## src/rtl/clock_time_counter.sv

```systemverilog
// 24-hour BCD time-of-day counter with a 1 s prescaler and a set mode for
// stepping hours and minutes; feeds the per-digit seven-segment decoders.
module clock_time_counter #(
  parameter int CLK_HZ = 100000000
) (
  input  logic       clk,
  input  logic       rst,
  input  logic       set_mode,
  input  logic       inc_hr,
  input  logic       inc_min,
  output logic [1:0] hr_tens,
  output logic [3:0] hr_units,
  output logic [2:0] min_tens,
  output logic [3:0] min_units,
  output logic [2:0] sec_tens,
  output logic [3:0] sec_units,
  output logic       sec_tick,
  output logic       colon
);

  localparam int PW = $clog2(CLK_HZ);
  localparam logic [PW-1:0] LAST = PW'(CLK_HZ - 1);
  localparam logic [PW-1:0] HALF = PW'(CLK_HZ / 2);

  logic [PW-1:0] presc;

  logic       min_wrap;
  logic [2:0] min_inc_tens;
  logic [3:0] min_inc_units;
  logic [1:0] hr_inc_tens;
  logic [3:0] hr_inc_units;

  assign sec_tick = !set_mode && (presc == LAST);
  assign colon    = set_mode || (presc < HALF);

  // Next-value of minutes and hours when each is stepped by one, shared by
  // the run-mode carry chain and the set-mode increment buttons.
  assign min_wrap      = (min_tens == 3'd5) && (min_units == 4'd9);
  assign min_inc_units = (min_units == 4'd9) ? 4'd0 : min_units + 4'd1;
  assign min_inc_tens  = (min_units != 4'd9) ? min_tens :
                         (min_tens == 3'd5)  ? 3'd0 : min_tens + 3'd1;

  assign hr_inc_units = ((hr_tens == 2'd2) && (hr_units == 4'd3)) ? 4'd0 :
                        (hr_units == 4'd9) ? 4'd0 : hr_units + 4'd1;
  assign hr_inc_tens  = ((hr_tens == 2'd2) && (hr_units == 4'd3)) ? 2'd0 :
                        (hr_units == 4'd9) ? hr_tens + 2'd1 : hr_tens;

  always_ff @(posedge clk) begin
    if (rst) begin
      presc     <= '0;
      hr_tens   <= 2'd0;
      hr_units  <= 4'd0;
      min_tens  <= 3'd0;
      min_units <= 4'd0;
      sec_tens  <= 3'd0;
      sec_units <= 4'd0;
    end else if (set_mode) begin
      presc <= '0;
      // Minute stepping never carries into hours and restarts the minute.
      if (inc_min) begin
        min_tens  <= min_inc_tens;
        min_units <= min_inc_units;
        sec_tens  <= 3'd0;
        sec_units <= 4'd0;
      end
      if (inc_hr) begin
        hr_tens  <= hr_inc_tens;
        hr_units <= hr_inc_units;
      end
    end else begin
      presc <= (presc == LAST) ? '0 : presc + 1'b1;
      if (sec_tick) begin
        if (sec_units == 4'd9) begin
          sec_units <= 4'd0;
          if (sec_tens == 3'd5) begin
            sec_tens  <= 3'd0;
            min_tens  <= min_inc_tens;
            min_units <= min_inc_units;
            if (min_wrap) begin
              hr_tens  <= hr_inc_tens;
              hr_units <= hr_inc_units;
            end
          end else begin
            sec_tens <= sec_tens + 3'd1;
          end
        end else begin
          sec_units <= sec_units + 4'd1;
        end
      end
    end
  end

endmodule

```

## config.mk

```make
export PLATFORM = sky130hd
export DESIGN_NAME = clock_time_counter
export DESIGN_NICKNAME = d
export VERILOG_FILES = /design/src/rtl/clock_time_counter.sv
export SDC_FILE = /design/constraint.sdc
export NUM_CORES = 1
export LEC_CHECK = 0
export BUFFER_PORTS_ARGS = -buffer_cell sky130_fd_sc_hd__buf_4
export CORE_MARGIN = 2
export CORE_UTILIZATION = 45
export CTS_CLUSTER_DIAMETER = 30
export DETAILED_ROUTE_END_ITERATION = 8
export PLACE_DENSITY = 0.72
export REMOVE_ABC_BUFFERS = 1
export SLEW_MARGIN = 20
export SYNTH_ARGS = -nofsm -noshare
export SYNTH_HDL_FRONTEND = slang
export SYNTH_SLANG_ARGS = --single-unit
```

## constraint.sdc

```tcl
create_clock -name clk -period 3.36 [get_ports clk]
set_clock_uncertainty 0.2 [all_clocks]
set_input_delay 0.672 -clock clk [delete_from_list [all_inputs] [get_ports clk]]
set_output_delay 0.672 -clock clk [all_outputs]
set_load 0.02 [all_outputs]
```

# --- Yosys cells after proc, flatten, opt, wreduce, memory -nomap -nowiden ---
# Cells that the tools add are included.
word_totals:
  word_cells: 78
  ff_bits: 47
  in_bits: 5
  output_inout_bits: 22
classes:
  eq_ne: 11
  n_addsub: 7
  n_reduce_logical: 14
  n_mux: 38
  n_lt_le_gt_ge: 1
op_table:
  columns: ["cell", "n"]
  rows:
  - ["2-to-1 mux 4 bit", 18]
  - ["2-to-1 mux 3 bit", 12]
  - ["adder 27 x 1 -> 27 bit (second input constant)", 1]
  - ["== test 27 bit (second input constant)", 1]
  - ["less-than comparator 27 x 26 -> 1 bit (second input constant)", 1]
  - ["2-to-1 mux 2 bit", 8]
  - ["adder 4 x 1 -> 4 bit (second input constant)", 3]
  - ["== test 4 bit (second input constant)", 3]
  - ["nonzero test 2 bit", 4]
  - ["adder 3 x 1 -> 3 bit (second input constant)", 2]
  - ["== test 3 bit (second input constant)", 2]
  - ["AND reduction 5 bit", 1]
  - ["== test 4 x 2 -> 1 bit (second input constant)", 1]
  - ["!= test 2 x 1 -> 1 bit (second input constant)", 2]
  - ["!= test 4 bit (second input constant)", 1]
  - ["AND reduction 4 bit", 1]
  - ["logical AND 1 bit", 3]
  - ["AND reduction 3 bit", 1]
  - ["OR reduction 3 bit", 1]
  - ["adder 2 x 1 -> 2 bit (second input constant)", 1]
  - ["== test 2 bit (second input constant)", 1]
  - ["AND reduction 2 bit", 1]
  - ["logical NOT 1 bit", 1]
  - ["logical OR 1 bit", 1]

# --- Logic depth before layout (Yosys ltp) ---
# Gate-level depths: netlist (run 1).
depth:
  word_depth: 8
  depth_mapped: 8
  mapped_depth_nobuf: 7

# --- Least setup slack after synthesis (run 1) ---
# OpenSTA, ideal clock, no wires.
synth_timing:
  kind: "flip-flop to output port"
  start: "register presc[11]"
  end: "output port colon"
  setup_slack_ns: 0.711
  arrival_time_ns: 1.777
  stages_incl_launch_ff: 6
  cell_sequence: "dfxtp_1 or4_1 o211a_1 o21ai_0 a21oi_1 o31ai_1"
synth_between:
  elab_chain_len: 2
synth_rtl:
  columns: ["item", "line_no", "source"]
  rows:
  - ["start: declaration", "25", "logic [PW-1:0] presc;"]
  - ["start signal: assignment", "71", "presc <= (presc == LAST) ? '0 : presc + 1'b1;"]
  - ["less-than comparator 27 x 26 -> 1 bit", "34", "assign colon = set_mode || (presc < HALF);"]
  - ["logical OR 1 bit", "34", null]
  - ["end: declaration", "18", "output logic colon"]
# Every way passes these cells.

# --- Worst setup path after layout (run 1) ---
# Same ends and word-level chain as after synthesis.

==> results.yml, run 1 <==
logic_synthesis:
  synth_edf_count: 0
  synth_top_family_by_area: "simple AND/OR/NAND/NOR gates"
  synth_fa_ha_area_share_pct: 2.48
  ys_seq_area_share_pct: 37.3
  syn-cell-area_um2: 2520
  yosysTopAreaCellShare_pct: 37.3
  synthTopCellsByCount: "dfxtp_1, nor2_1, a21oi_1, nand2_1, nand3_1"
  synth_mux_area_share_pct: 1.74
  yosysUniqueCellTypes: 59
  synth.area.top_cells: "dfxtp_1, nor2_1, a21oi_1, nand3_1, xnor2_1"
  synth_compound_area_share_pct: 15.2
  synth_xor_area_share_pct: 6.94
  yosysTopAreaCell: "dfxtp_1"
  async_flop_share_pct: 0
  yosysMostFrequentCell: "dfxtp_1"
  yosysWarnings: 0
  postSynthCellCount: 298
  synth_area_per_cell_um2: 8.47
  synthSimpleGateAreaFrac_pct: 32.7
  synth_seq_cells: 47
  synthFlopType: "dfxtp_1"
power:
  irDropWorstVdd_uv: 256
  total_leakage_power_nw: 1.01
  fin_total_pwr_mw: 0.941
  powerDensity_nw_per_um2: 332
hold_path:
  hp-class: "reg -> reg"
sta:
  tightest_slew_ns: 0.532
  min_period_ns: 2.91
  relSlewSlack_pct: 63.6
  fin_crit_sh_pct: 86.7
  fmax_ghz: 0.343
  finalSetupTns_ns: 0
  rsz0062_at_grt: "no"
  setup_viol: 0
  report.final.slew_viol_count: 0
  hold_viol_final: 0
floorplan:
  die_w_um: 78.9
  initial_core_util_pct: 46.1
  core_um2: 5470
  rows: 27
  ios: 27
  die_h_um: 78.9
  dieArea_um2: 6220
global_routing:
  grt_max_degree: 28
  overflow: 0
  grt_antenna_before_repair: 0
  grt_pass1_wl_um: 9090
  grt.total_usage_pct: 17.6
  grt_pass1_vias: 2050
route:
  first_pass_iters: 4
  wire_per_inst_um: 13.4
  drt_iter0_drc: 99
  vias: 2252
  vias_per_cell: 5.73
  drc_errors: 0
  routed_wl_um: 5260
  ant_nets: 0
clock_network:
  cts_sinks: 47
  cts_resized: 0
  path_clk_slew_ns: 0.08
  cts_tree: "yes"
  cts_buffers: 5
  hold_buffers: 0
  h-tree-depth: 2
  clock_tree.root_cell: "clkbuf_8"
  clock_latency_ns: 0.29
  postCtsSetupRepairBufs: 0
  clockBufferDepth: 2
setup_path:
  crit_path_start_kind: "register"
  critPathMaxStageDelay_ns: 0.52
  worst_path_max_delay_cell: "or4_1"
  crit_end: "colon"
  crit_chain: "or4_1, o211a_1, o21ai_0, a21oi_1, o31ai_1, buf_4"
  r2r-end: "hr_tens[0]$_SDFFE_PP0P_"
  r2r_slack_ns: 0.68
  cp_max_fo: 5
  crit_required_ns: 2.49
  crit_path_end_kind: "output port"
  crit_start: "presc[11]$_SDFF_PP0_"
  worstPathArrival_ns: 2.04
  reg2regPathDepth: 6
  path_class: "reg -> out"
  r2r-start: "sec_units[0]$_SDFFE_PP0P_"
cells_and_area:
  final_nets: 330
  fillerInstances: 527
  diodes: 0
  syn_to_final_growth_pct: 12.3
  final_layout_size_suffix_gt1_share_pct: 16.5
outcome:
  status: "completed"
placement:
  dp_hpwl_um: 3730
  place.gp.congestion: 0.857
  place.port_buffers: 26
job:
  max-cap-violations: 0
-- power by group --
part | switching (mW) | total [mW] | internal, mW
clock network | 0.183 | 0.329 | 0.146
logic | 0.0306 | 0.0462 | 0.0156
registers | 0.00494 | 0.565 | 0.560
-- layout by cell type (no fill, tap or decap), types with 4 or more instances in the layout --
master,synthesis,layout
dfxtp_1,47,47
nor2_1,33,33
buf_4,1,26
nand3_1,21,21
nand2_1,21,21
a21oi_1,21,21
xnor2_1,12,12
o21ai_0,11,11
inv_1,10,10
and4_1,8,8
xor2_1,8,8
or3_1,6,6
nor3_1,6,6
nor2b_1,5,5
and3_1,5,5
a211o_1,5,5
ha_1,5,5
clkbuf_8,1,5
nor4_1,4,4
nand4_1,4,4
-- worst min-delay path by stage --
stage / from / depth (start not counted) / to
finish: presc[0]$_SDFF_PP0_ / 1 / presc[0]$_SDFF_PP0_
global route: presc[0]$_SDFF_PP0_ / 1 / presc[0]$_SDFF_PP0_
CTS: presc[0]$_SDFF_PP0_ / 1 / presc[0]$_SDFF_PP0_
detailed placement: presc[0]$_SDFF_PP0_ / 1 / presc[0]$_SDFF_PP0_
global placement: presc[0]$_SDFF_PP0_ / 1 / presc[0]$_SDFF_PP0_
floorplan: presc[0]$_SDFF_PP0_ / 1 / presc[0]$_SDFF_PP0_
-- sequential cells by signal, summed over array words and instances (netlist names) --
| signal | flops |
|---|---|
| presc | 27 |
| hr_units | 4 |
| min_tens | 3 |
| sec_tens | 3 |
| hr_tens | 2 |
| sec_units | 4 |
| min_units | 4 |
-- layer usage --
layer	global-route usage [%]	vias to the layer above	part of all wire [%]
met2	30.8	43	48
met3	3.64	7	4.3
met4	4.14	0	0.91
li1	-	1135	-
met1	22.4	1067	47
met5	0	-	0
-- final cells by class --
cell class	instances	area, um^2	area share [%]
clock buffers	7	76.3	2.69
repair buffers	26	195	6.89
inverters	10	37.5	1.32
well taps	72	90.1	3.18
flip-flops and latches	47	941	33.2
multi-input cells	230	1490	52.5
clock inverters	1	5.00	0.177
-- critical path: cells and delay by family (launching register included) --
kind | cells | cell delay, ns
and+or+nand+nor | 1 | 0.52
AOI/OAI and AO/OA | 4 | 0.69
DFF | 1 | 0.35
buffers and inverters | 1 | 0.20
-- cell families after synthesis --
group | Yosys count
compound gates | 59
simple gates | 142
fa+ha+maj | 5
mux | 4
xor+xnor | 20
buf+inv | 21
flops | 47
-- through the flow --
stage | hold slack, ns | area [um^2] | utilization, % | cells | worst slack [ns]
finish | 0.265 | 2830 | 51.8 | 393 | 0.446
global route | 0.311 | 2830 | 51.8 | 393 | 0.272
CTS | 0.270 | 2830 | 51.8 | 393 | 0.400
floorplan | 0.226 | 2470 | - | 287 | 0.711
global placement | 0.242 | 2750 | 50.3 | 385 | 0.591
detailed placement | 0.250 | 2750 | 50.3 | 385 | 0.500
Note: power is estimated with default switching activity, not from simulation.
==> run 2, diff against run 1 <==
==> constraint.sdc (replaced) <==
create_clock -name clk -period 2.8 [get_ports clk]
set_clock_uncertainty 0.2 [all_clocks]
set_input_delay 0.56 -clock clk [delete_from_list [all_inputs] [get_ports clk]]
set_output_delay 0.56 -clock clk [all_outputs]
set_load 0.02 [all_outputs]
==> run 2 against run 1 <==
Effect of this change:
- worst setup slack lost 0.41 ns
- sequential cell count is the same
- non-clock buffer count grew 4
- count of clock-buffer cells in the layout shrank 1
- core utilization grew 0.75 points
- highest routed layer unchanged
- worst hold slack gained 0.0059 ns
- sequential power grew 20%
- register-to-register slack lost 0.33 ns
- critical endpoint unchanged
- total power grew 21%
- combinational power grew 22%
- global-route usage grew 0.44 points
- clock power grew 23%
- largest cell class unchanged
==> results.yml, run 2 (synthesis results as in run 1) <==
route:
  wire_per_inst_um: 13.1
  vias: 2255
  drc_errors: 0
  drt_iter0_drc: 109
  ant_nets: 0
  routed_wl_um: 5220
  first_pass_iters: 4
  vias_per_cell: 5.68
clock_network:
  cts_tree: "yes"
  hold_buffers: 0
  cts_buffers: 5
  clock_tree.root_cell: "clkbuf_8"
  clockBufferDepth: 2
  h-tree-depth: 2
  path_clk_slew_ns: 0.09
  cts_sinks: 47
  clock_latency_ns: 0.31
cells_and_area:
  syn_to_final_growth_pct: 13.9
  final_nets: 334
  largest_reg_flops: 27
  utilization_pct: 52.5
  final_layout_size_suffix_gt1_share_pct: 19.1
  multiInputGateArea_um2: 1490
  regArea_um2: 945
  fillerInstances: 532
  layout_commonest_cell: "dfxtp_1"
  mostFrequentLayoutCells: "dfxtp_1, nor2_1, buf_4"
  finalInstanceArea_um2: 2880
  diodes: 0
  regMostFlops: "presc"
global_routing:
  grt_antenna_before_repair: 0
  grt_pass1_vias: 2066
  grt_max_degree: 28
  overflow: 0
  grt.total_usage_pct: 18.1
  grt_pass1_wl_um: 9080
sta:
  rsz0062_at_grt: "yes"
  setup_viol: 0
  min_period_ns: 2.76
  finalSetupTns_ns: 0
  tightest_slew_ns: 0.552
  relSlewSlack_pct: 63.1
  fin_crit_sh_pct: 98.6
  fmax_ghz: 0.362
  hold_viol_final: 0
  report.final.slew_viol_count: 0
setup_path:
  path_buf_inv: 1
  crit_chain: "or4_4, o211a_1, o21ai_1, a21oi_1, o31ai_1, buf_4"
  crit_path_end_kind: "output port"
  critPathMaxStageDelay_ns: 0.53
  cp_max_fo: 2
  critPathTopFamily: "compound AO/OA/AOI/OAI gates"
  crit_path_start_kind: "register"
  crit_required_ns: 2.04
  path_class: "reg -> out"
  worst_path_max_delay_cell: "or4_4"
  worstPathArrival_ns: 2.00
placement:
  dp_hpwl_um: 3660
  dpl_cell_area_um2: 2770
  place.gp.congestion: 0.860
  place.port_buffers: 26
job:
  max-cap-violations: 0
floorplan:
  die_h_um: 78.9
  rows: 27
  die_w_um: 78.9
  core_um2: 5470
  dieArea_um2: 6220
  initial_core_util_pct: 46.1
  ios: 27
power:
  combPwrFrac_pct: 4.9
  total_leakage_power_nw: 1.03
  switchingPower_mw: 0.273
  powerDensity_nw_per_um2: 396
  internal_power_mw: 0.866
  swShare_pct: 24.0
  power_frac_clock_pct: 35.6
  seq_power_share_pct: 59.5
  irDropWorstVdd_uv: 324
outcome:
  status: "completed"
hold_path:
  hp-class: "reg -> reg"
-- run 2: path summary, 6_finish.rpt --
| path | start | endpoint | slack, ns | cells after the start |
|---|---|---|---|---|
| worst max register to register | presc[0]$_SDFF_PP0_ | presc[26]$_SDFF_PP0_ | 0.35 | 6 |
| worst min-delay path | presc[0]$_SDFF_PP0_ | presc[0]$_SDFF_PP0_ | 0.27 | 1 |
| worst min register to register | presc[0]$_SDFF_PP0_ | presc[0]$_SDFF_PP0_ | 0.27 | 1 |
| worst max-delay path | presc[11]$_SDFF_PP0_ | colon | 0.04 | 6 |
-- run 2: repair_timing --
| action | CTS | global route |
|---|---|---|
| resized for setup | 5 | 0 |
| pin swaps | 1 | 1 |
| buffers inserted | 2 | 0 |
| setup endpoints to repair | 1 | 1 |
-- run 2: per-layer routing --
| layer | wire, um | part of all wire, % | up-vias | global-route usage (%) |
|---|---|---|---|---|
| met3 | 268 | 5.1 | 9 | 5.45 |
| li1 | - | - | 1143 | - |
| met4 | 63 | 1.2 | 0 | 7.41 |
| met1 | 2470 | 47 | 1052 | 22.5 |
| met2 | 2410 | 46 | 51 | 29.3 |
| met5 | 0 | 0 | - | 0 |
-- run 2: through the flow --
stage	power [mW]	cells	worst slack, ns	hold WS (ns)
6_report	1.14	397	0.0384	0.271
4_1_cts	1.15	397	-0.0316	0.276
3_5_place_dp	0.751	387	0.272	0.254
2_1_floorplan	0.725	287	0.263	0.226
3_3_place_gp	0.749	387	0.294	0.240
5_1_grt	1.19	397	-0.0679	0.305
-- run 2: cell type report --
cell class                 instances  share of cell area [%]
multi-input combinational        230                    51.9
inverter                          10                    1.31
clock inverter                     2                   0.435
timing repair buffer              30                    7.83
clock buffer                       6                    2.52
tap                               72                    3.13
sequential                        47                    32.9
-- run 2: power by group through the flow --
| stage | registers, mW | clock network (mW) | logic (mW) |
|---|---|---|---|
| 2_1_floorplan | 0.697 | 0 | 0.0282 |
| 3_3_place_gp | 0.694 | 0 | 0.0557 |
| 3_5_place_dp | 0.694 | 0 | 0.0567 |
| 4_1_cts | 0.678 | 0.420 | 0.0569 |
| 5_1_grt | 0.679 | 0.443 | 0.0634 |
| 6_report | 0.678 | 0.405 | 0.0563 |
